[config.mk]
export PLATFORM = sky130hd
export DESIGN_NAME = program_loader
export DESIGN_NICKNAME = d
export VERILOG_FILES = /design/src/rtl/loader_pkg.sv /design/src/rtl/byte_assembler.sv /design/src/rtl/program_loader.sv
export SDC_FILE = /design/constraint.sdc
export NUM_CORES = 1
export LEC_CHECK = 0
export BUFFER_PORTS_ARGS = -buffer_cell sky130_fd_sc_hd__buf_2
export CAP_MARGIN = 10
export CORE_MARGIN = 2
export CORE_UTILIZATION = 35
export CTS_CLUSTER_SIZE = 16
export DETAILED_ROUTE_END_ITERATION = 8
export PLACE_DENSITY = 0.56
export SETUP_SLACK_MARGIN = 0.2
export SLEW_MARGIN = 15
export SYNTH_ARGS = -nofsm -noshare
export SYNTH_HDL_FRONTEND = slang
export SYNTH_SLANG_ARGS = --single-unit
export TNS_END_PERCENT = 100
[constraint.sdc]
create_clock -name clock -period 3.67 [get_ports clock]
set_input_delay 0.5505 -clock clock [delete_from_list [all_inputs] [get_ports clock]]
set_output_delay 0.5505 -clock clock [all_outputs]
set_load 0.01 [all_outputs]
[src/rtl/loader_pkg.sv]
// Shared types and constants for the boot-time program loader.
package loader_pkg;

  typedef enum logic [2:0] {
    IDLE,
    HDR_HI,
    HDR_LO,
    DATA,
    WRITE,
    DONE,
    ERROR
  } loaderState_t;

  typedef logic [15:0] wordCount_t;

  // The image header is a big-endian 16-bit word count.
  localparam int HDR_BYTES = 2;

endpackage

[src/rtl/byte_assembler.sv]
// Collects four stream bytes big-endian into one 32-bit word.
module byte_assembler (
  input  logic        clock,
  input  logic        reset,
  input  logic        shiftEn,
  input  logic        clearReady,
  input  logic [7:0]  byteIn,
  output logic [31:0] word,
  output logic [1:0]  byteCount,
  output logic        wordReady
);

  always_ff @(posedge clock or negedge reset) begin
    if (!reset) begin
      word      <= '0;
      byteCount <= '0;
      wordReady <= 1'b0;
    end else begin
      if (shiftEn) begin
        word      <= {word[23:0], byteIn};
        byteCount <= byteCount + 2'd1;
      end
      // Clear takes priority; it is only driven while the word is being written.
      if (clearReady) begin
        wordReady <= 1'b0;
      end else if (shiftEn && byteCount == 2'd3) begin
        wordReady <= 1'b1;
      end
    end
  end

endmodule

[src/rtl/program_loader.sv]
// Streams a length-prefixed image into instruction memory, holding the CPU in reset until done.
//   state  | meaning
//   IDLE   | waiting for start after reset
//   HDR_HI | taking word-count high byte
//   HDR_LO | taking word-count low byte, validating it
//   DATA   | assembling the next 32-bit word
//   WRITE  | one-cycle memory write strobe
//   DONE   | image loaded, CPU released
//   ERROR  | header rejected, CPU held
module program_loader
  import loader_pkg::*;
#(
  parameter logic [31:0] BASE_ADDRESS = 32'h0000_0000,
  parameter int          MAX_WORDS    = 1024
) (
  input  logic        clock,
  input  logic        reset,
  input  logic        start,
  input  logic        byte_valid,
  input  logic [7:0]  byte_data,
  output logic        byte_ready,
  output logic        mem_write,
  output logic [31:0] mem_address,
  output logic [31:0] mem_write_data,
  output logic        hold_cpu,
  output logic        done,
  output logic        error
);

  loaderState_t state, nextState;
  wordCount_t   wordCount, wordIndex, headerWord;
  logic [31:0]  heldAddress, heldData, writeAddress, asmWord;
  logic [1:0]   byteCount;
  logic         wordReady, accept, lastWord, tooLarge;

  assign byte_ready   = (state == HDR_HI) || (state == HDR_LO) || (state == DATA);
  assign accept       = byte_valid && byte_ready;
  assign headerWord   = {wordCount[15:8], byte_data};
  assign tooLarge     = {16'd0, headerWord} > 32'(MAX_WORDS);
  assign lastWord     = (wordIndex + 16'd1) == wordCount;
  assign writeAddress = BASE_ADDRESS + {14'd0, wordIndex, 2'b00};

  byte_assembler uAssembler (
    .clock      (clock),
    .reset      (reset),
    .shiftEn    (accept && state == DATA),
    .clearReady (state == WRITE),
    .byteIn     (byte_data),
    .word       (asmWord),
    .byteCount  (byteCount),
    .wordReady  (wordReady)
  );

  always_comb begin
    nextState = state;
    unique case (state)
      IDLE:   if (start) nextState = HDR_HI;
      HDR_HI: if (accept) nextState = HDR_LO;
      HDR_LO: begin
        if (accept) begin
          if (headerWord == '0)  nextState = DONE;
          else if (tooLarge)     nextState = ERROR;
          else                   nextState = DATA;
        end
      end
      DATA:   if (accept && byteCount == 2'd3) nextState = WRITE;
      WRITE:  nextState = lastWord ? DONE : DATA;
      DONE,
      ERROR:  if (start) nextState = HDR_HI;
      default: nextState = IDLE;
    endcase
  end

  always_ff @(posedge clock or negedge reset) begin
    if (!reset) begin
      state       <= IDLE;
      wordCount   <= '0;
      wordIndex   <= '0;
      heldAddress <= BASE_ADDRESS;
      heldData    <= '0;
    end else begin
      state <= nextState;
      if (state == HDR_HI && accept) wordCount[15:8] <= byte_data;
      if (state == HDR_LO && accept) wordCount[7:0]  <= byte_data;
      if (state == WRITE) begin
        wordIndex   <= wordIndex + 16'd1;
        heldAddress <= writeAddress;
        heldData    <= asmWord;
      end
      if ((state == DONE || state == ERROR) && start) wordIndex <= '0;
    end
  end

  // Write port shows the live word during WRITE and the last written one otherwise.
  assign mem_write      = (state == WRITE) && wordReady;
  assign mem_address    = (state == WRITE) ? writeAddress : heldAddress;
  assign mem_write_data = (state == WRITE) ? asmWord : heldData;
  assign hold_cpu       = (state != DONE);
  assign done           = (state == DONE);
  assign error          = (state == ERROR);

endmodule

Word-level counts from Yosys, hierarchy flattened
Cells that the tools add are included.
- register bits: 134
- input bits: 12
- output and inout port bits: 69
- add/sub/neg operators: 2
- $lt $le $gt $ge: 1
- eq/ne operators: 13
- mux-type cells: 14
- reductions and logical operators: 17
- operators with widths (cell ; number):
    32-bit 2-to-1 mux ; 2
    16-bit 2-to-1 mux ; 2
    3-bit 2-to-1 mux ; 7
    16-bit by 1-bit adder with 16-bit output (second input constant) ; 1
    16-bit == test ; 1
    16-bit by 11-bit greater-than comparator with 1-bit output (second input constant) ; 1
    16-bit logical NOT ; 1
    3-bit case mux with 5 select lines ; 1
    3-bit == test (second input constant) ; 3
    1-bit logical AND ; 8
    3-bit by 2-bit == test with 1-bit output (second input constant) ; 2
    2-bit by 1-bit != test with 1-bit output (second input constant) ; 2
    2-bit != test (second input constant) ; 2
    4-bit AND reduction ; 1
    2-bit nonzero test ; 2
    3-bit by 1-bit == test with 1-bit output (second input constant) ; 1
    3-bit logical NOT ; 1
    1-bit logical OR ; 3
    3-bit != test (second input constant) ; 1
    3-bit OR reduction ; 1
    2-bit by 1-bit adder with 2-bit output (second input constant) ; 1
    2-bit == test (second input constant) ; 1
    1-bit 2-to-1 mux ; 2

Depth between registers and ports, before layout
Gate-level depths: netlist of the first run.
- depth in word-level cells: 8
- gate-level depth with buffers: 8
- depth with buffers taken out: 7

By module
A second synthesis of the first run with hierarchy kept.
- cell total of the unflattened synthesis: 552
- area, all modules: 5964.5 µm²
- by module, submodules not included (module ; times used ; cells each ; area each (µm²) ; sequential area each (µm²)):
    program_loader ; 1 ; 476 ; 4510.6 ; 2477.4
    byte_assembler ; 1 ; 76 ; 1453.9 ; 875.8

Worst setup path after synthesis of the first run
Ideal clock, no wire load.
- path type: register to output
- from: register state[1]
- to: output mem_address[12]
- data arrival time: 1553 ps
- required time: 3119 ps
- path slack: 1567 ps
- cell stages (with the launch flop): 7
- buffers on the path: 3
- cell sequence: dfrtp_1 > buf_2 > nor3b_2 > clkbuf_1 > buf_2 > nand2_1 > nand2_1
- word-level cells in the longest chain between the ends: 2
- RTL lines (item ; RTL line ; text):
    from (decl) ; program_loader.sv:30 ; loaderState_t state, nextState;
    from (signal assigned) ; program_loader.sv:82 ; state <= nextState;
    3-bit == test ; program_loader.sv:96 ; assign mem_address = (state == WRITE) ? writeAddress : heldAddress;
    32-bit 2-to-1 mux ; n/a ;
    to (decl) ; program_loader.sv:23 ; output logic [31:0] mem_address,
No other way between the ends.

Final worst setup path of the first run
- from: register state[1]
- to: output mem_address[2]
Same word-level chain as after synthesis.

==> metrics.md, run 1 <==
| Metric | Value |
|---|---|
| Final min period | approximately 2.7 ns |
| Fmax | 0.372 GHz |
| Post-route setup slack | between 0.9 and 1 ns |
| CTS Buffer Depth | 2 |
| P&R area growth vs syn | 18.6% |
| Avg Vias per Cell | between 4 and 5 |
| Die H | between 100 and 150 um |
| CP Data Required Time | approximately 3.1 ns |
| Die area | 0.0179 mm^2 |
| CTS tree | yes |
| Met3 usage | 4.60% |
| CP Launch Type | register |
| Sum of net half-perimeters after detailed placement | approximately 9 mm |
| Crit Path Max Fanout | 53 |
| # fillers | roughly 1600 |
| # setup viols final | 0 |
| TritonCTS buffer count | 17 |
| Reg-to-reg endpoint | state[1] |
| Critical-path cell list | nor3b_4 -> buf_4 -> nand2_1 -> nand2_1 -> buf_2 |
| Clk pwr share | roughly 28% |
| Cts hold-fix bufs | 0 |
| Number of flops mapped to enable cells by yosys | 0 |
| CP arrival | 2.14 ns |
| GR peak layer | met2 |
| Die Wd | around 130 um |
| First-pass GRT wire length | ~23 mm |
| Pwr/cell area | between 800 and 900 mW/mm^2 |
| Commonest cells after routing, fill and taps aside | 256 x nand2_1, 134 x dfrtp_1, 79 x buf_2, 22 x o21ai_0 |
| Place WS | 1.31 ns |
| Avg WL per Cell | between 10 and 15 um |
| GR Overflow Total | 0 |
| Total nets after synthesis | between 600 and 700 |
| Critical path's most frequent cell | nand2_1 |
| NetSw | slightly above 2000 uW |
| TNS Setup | 0 ns |
| Largest net degree at the start of global routing | 87 |
| Post-Syn Area per Cell | 9.50 um^2 |
| DRT antenna net count | 0 |
| Synth Instances | slightly above 600 |
| Initial antenna violation count | 0 |
| Clock skew | around 0.0078 ns |
| Post-CTS Setup Inserts | 0 |
| H-tree levels | 4 |
| Asr flop ratio synth | between 90% and 100% |
| Int Power | between 3000 and 4000 uW |
| Clock Root Buffer | clkbuf_16 |
| CTS clk-pin slew, worst paths | ~0.060 ns |
| CP top delay family | buffers and inverters |
| Max Cap Viol | 0 |
| CP endpoint | mem_address[2] |
| Final Cycle Share | between 70% and 80% |
| Worst ir drop on vdd | ~0.40 mV |
| Synth Warn # | 0 |
| Worst-Skew Late Latency | 0.43 ns |
| Gpl congestion | just over 0.8 |
| Max-slew violations | 0 |
| IO Count | between 80 and 90 |
| CP startpoint | state[1] |
| Max transition margin | 46.3% |
| Total core area | roughly 0.017 mm^2 |
| Worst-case hold slack | around 0.16 ns |
| Seq pwr share | 42.4% |
| Comb power frac | between 20% and 30% |
| CP max stage cell | dfrtp_1 |
| Net Sw Frac | between 30% and 40% |
| Remaining DRCs | 0 |
| Grt met2 use | about a quarter |
| Met1 GRT Util | 22.1% |
| Tot GR Track Use | between 15 and 20% |
| N_diodes | 0 |
| Layout cells sized above 1 | 21.1% |
| Total iterations of the first detailed-routing run | 4 |
| Vias in the first global route | between 4000 and 5000 |
| Main flop type after synthesis | dfrtp_1 |
| Number of synthesized register bits | 134 |
| Critical path depth | 5 |
| Final Routed Wirelength | 13.3 mm |
| RSZ-0062 raised after global routing | no |
| Post-synthesis sequential area ratio | 57.0% |
| Initial Util | 35.6% |
| CP Class | register to output pin |
| Hold Crit Class | input port to async pin |
| Commonest non-fill, non-tap cell in the layout | nand2_1 |
| Via count | ~4400 |
| Nets@finish | between 700 and 800 |
| Worst Max-Slew Pin Slew | roughly 0.81 ns |
| FF/Latch Area | approximately 0.0034 mm^2 |
| Cts repair resizes | 0 |
| Mapped Area | between 0.005 and 0.006 mm^2 |
| Reg-to-Reg Start | wordIndex[0] |
| Status | complete, no violations |
| Multi-input gate area | 0.00233 mm^2 |
| Port bufs | 80 |
| CP max stage delay | 0.54 ns |
| Buf/Inv on CP | 2 |
| Worst R2R Path Depth | 7 |
| Final core occ | ~42% |
| Crit. End Element | output pin |
| Reg-to-reg slack, setup | ~1.3 ns |
| Clock sinks | about 130 |
| Distinct cells, synth | 51 |
| Hold Vio Cnt, Final | 0 |
| Row count | 47 |
| Starting DRT DRC Count | 306 |
| Leak Pwr | roughly 0.0036 uW |
[logic make-up after synthesis]
kind of cell               after synthesis  synth area share, %
xor gates and xnor gates                27                 4.02
muxes                                   18                 3.40
AOI/OAI and AO/OA                       52                 5.51
adders and majority gates                2                0.425
buffers and inverters                   38                 3.53
and+or+nand+nor                        348                 26.1
DFF                                    134                 57.0
[routing by layer]
layer  wire length [um]  share of wire (%)
met5                  0                  0
met4                253                1.9
met3                601                4.5
met2               6070                 46
met1               6380                 48
[final cells by class]
type / count / area share [%]
well taps: 220 / 3.95
inverters: 3 / 0.161
clock buffers: 18 / 6.15
multi-input cells: 447 / 33.4
flip-flops and latches: 134 / 48.1
clock inverters: 14 / 1.81
repair buffers: 86 / 6.48
[through the flow]
step                power (uW)  instance area, um^2  instances
floorplan                 3580                 5880        619
global route              6150                 6980        922
global placement          4110                 6420        890
CTS                       5790                 6980        922
detailed placement        4170                 6420        890
finish                    5720                 6980        922
[cell usage after synthesis, drive strengths merged, types with 7 or more instances]
cell type | count | area, um^2
nand2 | 256 | 961
dfrtp | 134 | 3350
buf | 22 | 148
o21ai | 22 | 110
nor2b | 18 | 113
xnor2 | 18 | 158
nor2 | 17 | 63.8
mux2 | 16 | 180
clkbuf | 13 | 48.8
nand3 | 12 | 75.1
xor2 | 9 | 78.8
a21oi | 8 | 40.0
nor3 | 8 | 50.1
nand4 | 7 | 43.8
[worst min path at each step]
stage	from	endpoint	slack (ns)	cells after the start
4_1_cts	reset	heldAddress[23]	0.20	1
3_5_place_dp	heldAddress[14]	heldAddress[14]	0.46	2
2_1_floorplan	reset	heldAddress[0]	0.25	0
5_1_grt	reset	heldAddress[20]	0.23	1
6_report	reset	heldAddress[23]	0.16	1
3_3_place_gp	heldData[28]	heldData[28]	0.45	2
[registers in the layout (all words and copies together) (netlist names)]
signal and cells:
wordIndex 16, heldAddress 32, uAssembler.byteCount 2, uAssembler.wordReady 1
heldData 32, wordCount 16, state 3, uAssembler.word 32
[worst register-to-register path, delay by kind of cell (launching register included)]
family	cells	cell delay (ns)
adder cells (fa/ha/maj)	1	0.27
XOR/XNOR	1	0.17
flip-flops	1	0.45
AO/OA/AOI/OAI	1	0.13
AND/OR/NAND/NOR	4	1.19
[power groups by stage]
| stage | Combinational [uW] | Sequential [uW] | Clock, uW |
|---|---|---|---|
| finish | 1700 | 2420 | 1590 |
| global route | 1940 | 2500 | 1710 |
| CTS | 1730 | 2430 | 1630 |
| detailed placement | 1720 | 2450 | 0 |
| global placement | 1690 | 2430 | 0 |
| floorplan | 1340 | 2240 | 0 |
Note: power is estimated with default switching activity, not from simulation.
==> run 2: changes to the inputs <==
==> constraint.sdc (replaced) <==
create_clock -name clock -period 2.8 [get_ports clock]
set_input_delay 0.42 -clock clock [delete_from_list [all_inputs] [get_ports clock]]
set_output_delay 0.42 -clock clock [all_outputs]
set_load 0.01 [all_outputs]
==> metrics.md, run 2 (synthesis results as in run 1) <==
| Metric | Value |
|---|---|
| Vias in the first global route | 4428 (was 4414) |
| Max-slew violations | 0 (unchanged) |
| RSZ-0062 raised after global routing | no (unchanged) |
| Crit Path Max Fanout | 28 (was 53) |
| Clock sinks | 134 (unchanged) |
| Worst ir drop on vdd | 0.523 mV (was 0.399 mV) |
| Nets@finish | 708 (was 703) |
| Status | finished with violations (was complete, no violations) |
| CP Data Required Time | 2.38 ns (was 3.12 ns) |
| CP startpoint | state[2] (was state[1]) |
| CP arrival | 2.01 ns (was 2.14 ns) |
| Die area | 0.0179 mm^2 (unchanged) |
| Commonest non-fill, non-tap cell in the layout | nand2_1 (unchanged) |
| Largest registers | heldAddress (32), heldData (32), uAssembler.word (32) (unchanged) |
| P&R area growth vs syn | 19.9% (was 18.6%) |
| Avg WL per Cell | 14.8 um (was 14.4 um) |
| CTS tree | yes (unchanged) |
| Avg Vias per Cell | 4.83 (was 4.81) |
| Final Cycle Share | 86.7% |
| Place WS | 0.499 ns (was 1.31 ns) |
| Tot GR Track Use | 16.2% (was 16.1%) |
| Final min period | around 2.4 ns |
| Cts hold-fix bufs | 0 (unchanged) |
| Sum of net half-perimeters after detailed placement | 9.36 mm (was 9.11 mm) |
| First-pass GRT wire length | 22.8 mm (was 22.6 mm) |
| Failing checks | negative hold slack |
| Reg-to-Reg Start | wordIndex[0] (unchanged) |
| Clock Root Buffer | clkbuf_16 (unchanged) |
| TNS Setup | 0 ns (unchanged) |
| Remaining DRCs | 0 (unchanged) |
| Pwr/cell area | 1090 mW/mm^2 (was 819 mW/mm^2) |
| Hold Vio Cnt, Final | 7 (was 0) |
| Worst-case hold slack | -0.00100 ns (was 0.159 ns) |
| Fmax | between 0.4 and 0.5 GHz |
| Die Wd | 134 um (unchanged) |
| # setup viols final | 0 (unchanged) |
| DRT antenna net count | 0 (unchanged) |
| TritonCTS buffer count | 17 (unchanged) |
| Worst Max-Slew Pin Slew | 0.699 ns (was 0.806 ns) |
| Crit. End Element | output pin (unchanged) |
| Total iterations of the first detailed-routing run | 4 (unchanged) |
| CTS clk-pin slew, worst paths | 0.06 ns (about the same) |
| Gpl congestion | 0.798 (was 0.821) |
| Worst-Skew Late Latency | 0.42 ns (was 0.43 ns) |
| CTS Buffer Depth | 2 (unchanged) |
| Via count | 4480 (was 4437) |
| Worst R2R Path Depth | 7 (unchanged) |
| Hold Crit Class | input port to async pin (unchanged) |
| Initial Util | 35.6% (unchanged) |
| CP Class | register to output pin (unchanged) |
| Total core area | 0.0165 mm^2 (unchanged) |
| Clock skew | 0.00864 ns (was 0.00785 ns) |
| Max transition margin | 53.2% (was 46.3%) |
| Commonest cells after routing, fill and taps aside | 256 x nand2_1, 133 x dfrtp_1, 79 x buf_2, 22 x o21ai_0 (was 256 x nand2_1, 134 x dfrtp_1, 79 x buf_2, 22 x o21ai_0) |
| Post-CTS Setup Inserts | 0 (unchanged) |
| IO Count | 81 (unchanged) |
| Leak Pwr | 0.00366 uW (was 0.00363 uW) |
| N_diodes | 0 (unchanged) |
| Final Routed Wirelength | 13.8 mm (was 13.3 mm) |
| Max Cap Viol | 0 (unchanged) |
| CP Launch Type | register (unchanged) |
| Largest net degree at the start of global routing | 65 (was 87) |
| H-tree levels | 4 (unchanged) |
| Post-route setup slack | 0.372 ns (was 0.979 ns) |
| Reg-to-reg slack, setup | 0.48 ns (was 1.32 ns) |
| Layout cells sized above 1 | 21.6% (was 21.1%) |
| Port bufs | 80 (unchanged) |
| Die H | 134 um (unchanged) |
| Starting DRT DRC Count | 349 (was 306) |
| GR Overflow Total | 0 (unchanged) |
| Reg-to-reg endpoint | state[1] (unchanged) |
| Initial antenna violation count | 0 (unchanged) |
| Overall Power | 7670 uW (was 5720 uW) |
| Row count | 47 (unchanged) |
-- run 2: cell types whose count changed in the layout (fill, tap and decap cells not counted), sizes merged --
cell      change
buf           +5
bufinv        +1
clkinv        -4
clkbuf        +3
clkinvlp      +3
inv           -3
-- run 2: routing by layer --
| metal | global-route usage (%) | wire [um] | share of wire (%) | vias to the layer above |
|---|---|---|---|---|
| met1 | 22.5 | 6540 | 48 | 2161 |
| met3 | 4.60 | 744 | 5.4 | 19 |
| met5 | 0 | 0 | 0 | - |
| met4 | 7.03 | 240 | 1.7 | 0 |
| met2 | 23.6 | 6240 | 45 | 130 |
| li1 | - | - | - | 2170 |
-- run 2: what timing repair did --
item                                    in CTS  in global routing
gates resized for setup                      0                  1
endpoints found under the setup margin       0                 18
hold endpoints to repair                     0                  0
-- run 2: area by class of cell --
class | instances | area, um^2
timing repair buffer | 91 | 502
multi-input combinational | 447 | 2330
clock buffer | 21 | 460
clock inverter | 11 | 125
fill | 1604 | 9470
inverter | 3 | 11.3
sequential | 134 | 3350
tap | 220 | 275
-- run 2: metrics by stage --
stage | hold slack (ns) | util [%] | std cells | instance area [um^2]
global route | 0.0329 | 42.7 | 927 | 7060
CTS | 0.00922 | 42.7 | 927 | 7060
detailed placement | 0.455 | 39.2 | 895 | 6470
global placement | 0.448 | 39.2 | 895 | 6470
floorplan | 0.124 | - | 619 | 5880
finish | -0.00100 | 42.7 | 927 | 7060
-- run 2: worst max-delay path by stage --
| stage | to | cells after the start |
|---|---|---|
| 3_3_place_gp | state[1] | 7 |
| 3_5_place_dp | state[1] | 7 |
| 2_1_floorplan | mem_address[12] | 6 |
| 4_1_cts | mem_address[4] | 6 |
| 6_report | mem_address[3] | 5 |
| 5_1_grt | state[1] | 7 |
-- run 2: worst max-delay path, cell delays in order, from the launching register on --
cell and delay [ns]:
dfrtp_1 0.54, nor3b_4 0.30, buf_4 0.36, nand2_1 0.13, nand2_1 0.10, buf_2 0.14
-- run 2: report_power, final --
part	switching [uW]	internal (uW)	leakage (uW)
Sequential	541	2620	0.00176
Combinational	1340	973	0.00162
Clock	835	1360	0.000272
Total	2720	4950	0.00366
==> run 3: changes to the inputs <==
--- a/config.mk
+++ b/config.mk
@@ -5,6 +5,7 @@
 export SDC_FILE = /design/constraint.sdc
 export NUM_CORES = 1
 export LEC_CHECK = 0
+export ABC_AREA = 1
 export BUFFER_PORTS_ARGS = -buffer_cell sky130_fd_sc_hd__buf_2
 export CAP_MARGIN = 10
 export CORE_MARGIN = 2
==> metrics.md, run 3 <==
| Metric | Value |
|---|---|
| Status | complete, no violations (was finished with violations) |
| Clock skew | 0.00699 ns (was 0.00864 ns) |
| CP max stage delay | 0.44 ns (was 0.54 ns) |
| Mapped Area | 0.00587 mm^2 (was 0.00588 mm^2) |
| CP Data Required Time | 2.38 ns (about the same) |
| Gpl congestion | 0.866 (was 0.798) |
| Commonest non-fill, non-tap cell in the layout | nand2_1 (unchanged) |
| Starting DRT DRC Count | 348 (was 349) |
| Avg Vias per Cell | 4.63 (was 4.83) |
| CP arrival | 2.01 ns (about the same) |
| Net Sw Frac | 36.6% (was 35.4%) |
| # fillers | 1698 (was 1604) |
| Main flop type after synthesis | dfrtp_1 (unchanged) |
| Largest registers | heldAddress (32), heldData (32), uAssembler.word (32) (unchanged) |
| RSZ-0062 raised after global routing | no (unchanged) |
| Fmax | 0.412 GHz (about the same) |
| Synth Instances | 715 (was 619) |
| CP max stage cell | dfrtp_1 (unchanged) |
| Crit. End Element | output pin (unchanged) |
| Post-CTS Setup Inserts | 0 (unchanged) |
| Buf/Inv on CP | 4 (was 2) |
| Worst R2R Path Depth | 14 (was 7) |
| Clock Root Buffer | clkbuf_16 (unchanged) |
| CP Launch Type | register (unchanged) |
| Hold Crit Class | input port to async pin (unchanged) |
| Total iterations of the first detailed-routing run | 5 (was 4) |
| Cts hold-fix bufs | 0 (unchanged) |
| Die H | 134 um (about the same) |
| H-tree levels | 4 (unchanged) |
| # setup viols final | 0 (unchanged) |
| Reg-to-reg endpoint | state[1] (unchanged) |
| Clock sinks | 134 (unchanged) |
| Pwr/cell area | 1100 mW/mm^2 (was 1090 mW/mm^2) |
| Via count | 4774 (was 4480) |
| Hold Vio Cnt, Final | 0 (was 7) |
| Reg-to-Reg Start | wordIndex[1] (was wordIndex[0]) |
| Post-synthesis sequential area ratio | 57.1% (was 57.0%) |
| Critical-path cell list | nor2_1 -> inv_1 -> nor2_2 -> inv_2 -> buf_12 -> o21ai_0 -> buf_2 (was nor3b_4 -> buf_4 -> nand2_1 -> nand2_1 -> buf_2) |
| Int Power | 4990 uW (was 4950 uW) |
| CP Class | register to output pin (unchanged) |
| Row count | 47 (unchanged) |
| Synth Warn # | 0 (unchanged) |
| Post-synth top cells | 214 x nand2_1, 134 x dfrtp_1, 99 x inv_1 (was 256 x nand2_1, 134 x dfrtp_1, 22 x o21ai_0) |
| Most frequent cell after synthesis | nand2_1 (unchanged) |
| Vias in the first global route | 4571 (was 4428) |
| IO Count | 81 (unchanged) |
| Crit Path Max Fanout | 84 (was 28) |
| Dominant cell type by area after synthesis | dfrtp_1 (unchanged) |
| Final Routed Wirelength | 14.0 mm (was 13.8 mm) |
| Worst ir drop on vdd | 0.504 mV (was 0.523 mV) |
| Max Cap Viol | 0 (unchanged) |
| Clk pwr share | 28.8% (was 28.6%) |
| CP top delay family | buffers and inverters (was flip-flops) |
| TNS Setup | 0 ns (unchanged) |
| Critical path depth | 7 (was 5) |
| N_diodes | 0 (unchanged) |
| Synth top area share | 57.1% (was 57.0%) |
| Max transition margin | 53.1% (was 53.2%) |
| Post-Syn Area per Cell | 8.21 um^2 (was 9.50 um^2) |
| First-pass GRT wire length | 23.4 mm (was 22.8 mm) |
| Comb power frac | 31.7% (was 30.2%) |
| Sum of net half-perimeters after detailed placement | 9.94 mm (was 9.36 mm) |
| Largest net degree at the start of global routing | 85 (was 65) |
| Worst-Skew Late Latency | 0.42 ns (about the same) |
| TritonCTS buffer count | 17 (unchanged) |
| Avg WL per Cell | 13.6 um (was 14.8 um) |
| Remaining DRCs | 0 (unchanged) |
| DRT antenna net count | 0 (unchanged) |
| Tot GR Track Use | 16.8% (was 16.2%) |
| Worst-case hold slack | 0.0117 ns (was -0.00100 ns) |
| GR Overflow Total | 0 (unchanged) |
| Layout cells sized above 1 | 15.7% (was 21.6%) |
| Distinct cells, synth | 26 (was 51) |
| Port bufs | 80 (unchanged) |
| Leak Pwr | 0.00363 uW (was 0.00366 uW) |
| Die Wd | 134 um (about the same) |
| CTS Buffer Depth | 2 (unchanged) |
| Place WS | 0.770 ns (was 0.499 ns) |
| Cts repair resizes | 0 (unchanged) |
| Final min period | 2.43 ns (about the same) |
| CTS clk-pin slew, worst paths | 0.06 ns (about the same) |
| Die area | 0.0178 mm^2 (was 0.0179 mm^2) |
| Commonest cells after routing, fill and taps aside | 214 x nand2_1, 134 x dfrtp_1, 99 x inv_1, 96 x o21ai_0, 79 x buf_2 (was 256 x nand2_1, 133 x dfrtp_1, 79 x buf_2, 22 x o21ai_0) |
| Final Cycle Share | 86.7% (about the same) |
| Seq pwr share | 39.5% (was 41.2%) |
| Number of synthesized register bits | 134 (unchanged) |
| Main area contributors after synthesis | dfrtp_1 57%, nand2_1 14%, o21ai_0 8.2%, inv_1 6.3%, nand3_1 3.7% (was dfrtp_1 57%, nand2_1 16%, mux2_2 3.1%, xnor2_1 2.7%, nor2b_1 1.9%) |
| Total core area | 0.0165 mm^2 (about the same) |
| Initial antenna violation count | 0 (unchanged) |
| Worst Max-Slew Pin Slew | 0.703 ns (was 0.699 ns) |
| P&R area growth vs syn | 21.8% (was 19.9%) |
| Initial Util | 35.7% (was 35.6%) |
| Nets@finish | 811 (was 708) |
| Total nets after synthesis | 729 (was 633) |
| CP startpoint | state[1] (was state[2]) |
| Asr flop ratio synth | 100% (unchanged) |
| NetSw | 2880 uW (was 2720 uW) |
| Reg-to-reg slack, setup | 0.80 ns (was 0.48 ns) |
| Post-route setup slack | 0.372 ns (about the same) |
| Number of flops mapped to enable cells by yosys | 0 (unchanged) |
| Max-slew violations | 0 (unchanged) |
| CTS tree | yes (unchanged) |
[run 3: through the flow]
| step | cell area [um^2] | cells | total power (uW) | utilization [%] |
|---|---|---|---|---|
| 3_3_place_gp | 6540 | 998 | 5640 | 39.7 |
| 3_5_place_dp | 6540 | 998 | 5670 | 39.7 |
| 4_1_cts | 7150 | 1030 | 7960 | 43.4 |
| 6_report | 7150 | 1030 | 7870 | 43.4 |
| 5_1_grt | 7150 | 1030 | 8500 | 43.4 |
| 2_1_floorplan | 5870 | 715 | 4710 | - |
[run 3: final cells by class]
| type | instances | area [um^2] | share of cell area, % |
|---|---|---|---|
| sequential | 134 | 3350 | 46.9 |
| multi-input combinational | 458 | 2060 | 28.8 |
| timing repair buffer | 86 | 480 | 6.72 |
| clock buffer | 20 | 467 | 6.53 |
| inverter | 100 | 375 | 5.25 |
| tap | 220 | 275 | 3.85 |
| clock inverter | 12 | 141 | 1.98 |
[run 3: routing by layer]
metal	routed length (um)	GRT usage, %
met1	7060	23.6
met2	5910	24.3
met3	792	4.98
met4	270	7.15
met5	0	0
[run 3: kinds of logic after synthesis]
| group | share of synthesized area [%] |
|---|---|
| adders and majority gates | 0.426 |
| and+or+nand+nor | 23.8 |
| xor gates and xnor gates | 0.448 |
| buffers and inverters | 7.91 |
| AOI/OAI and AO/OA | 10.3 |
| DFF | 57.1 |
[run 3: how the worst max path moves through the flow]
stage                          to
2_1_floorplan      mem_address[2]
3_3_place_gp       mem_address[3]
3_5_place_dp         wordIndex[9]
4_1_cts            mem_address[3]
5_1_grt        mem_write_data[16]
6_report       mem_write_data[16]
[run 3: power by group through the flow]
stage          combinational [uW]  sequential [uW]  clock (uW)
6_report                     2490             3110        2260
2_1_floorplan                1700             3010           0
4_1_cts                      2540             3110        2310
3_5_place_dp                 2530             3140           0
3_3_place_gp                 2510             3120           0
5_1_grt                      2900             3210        2400
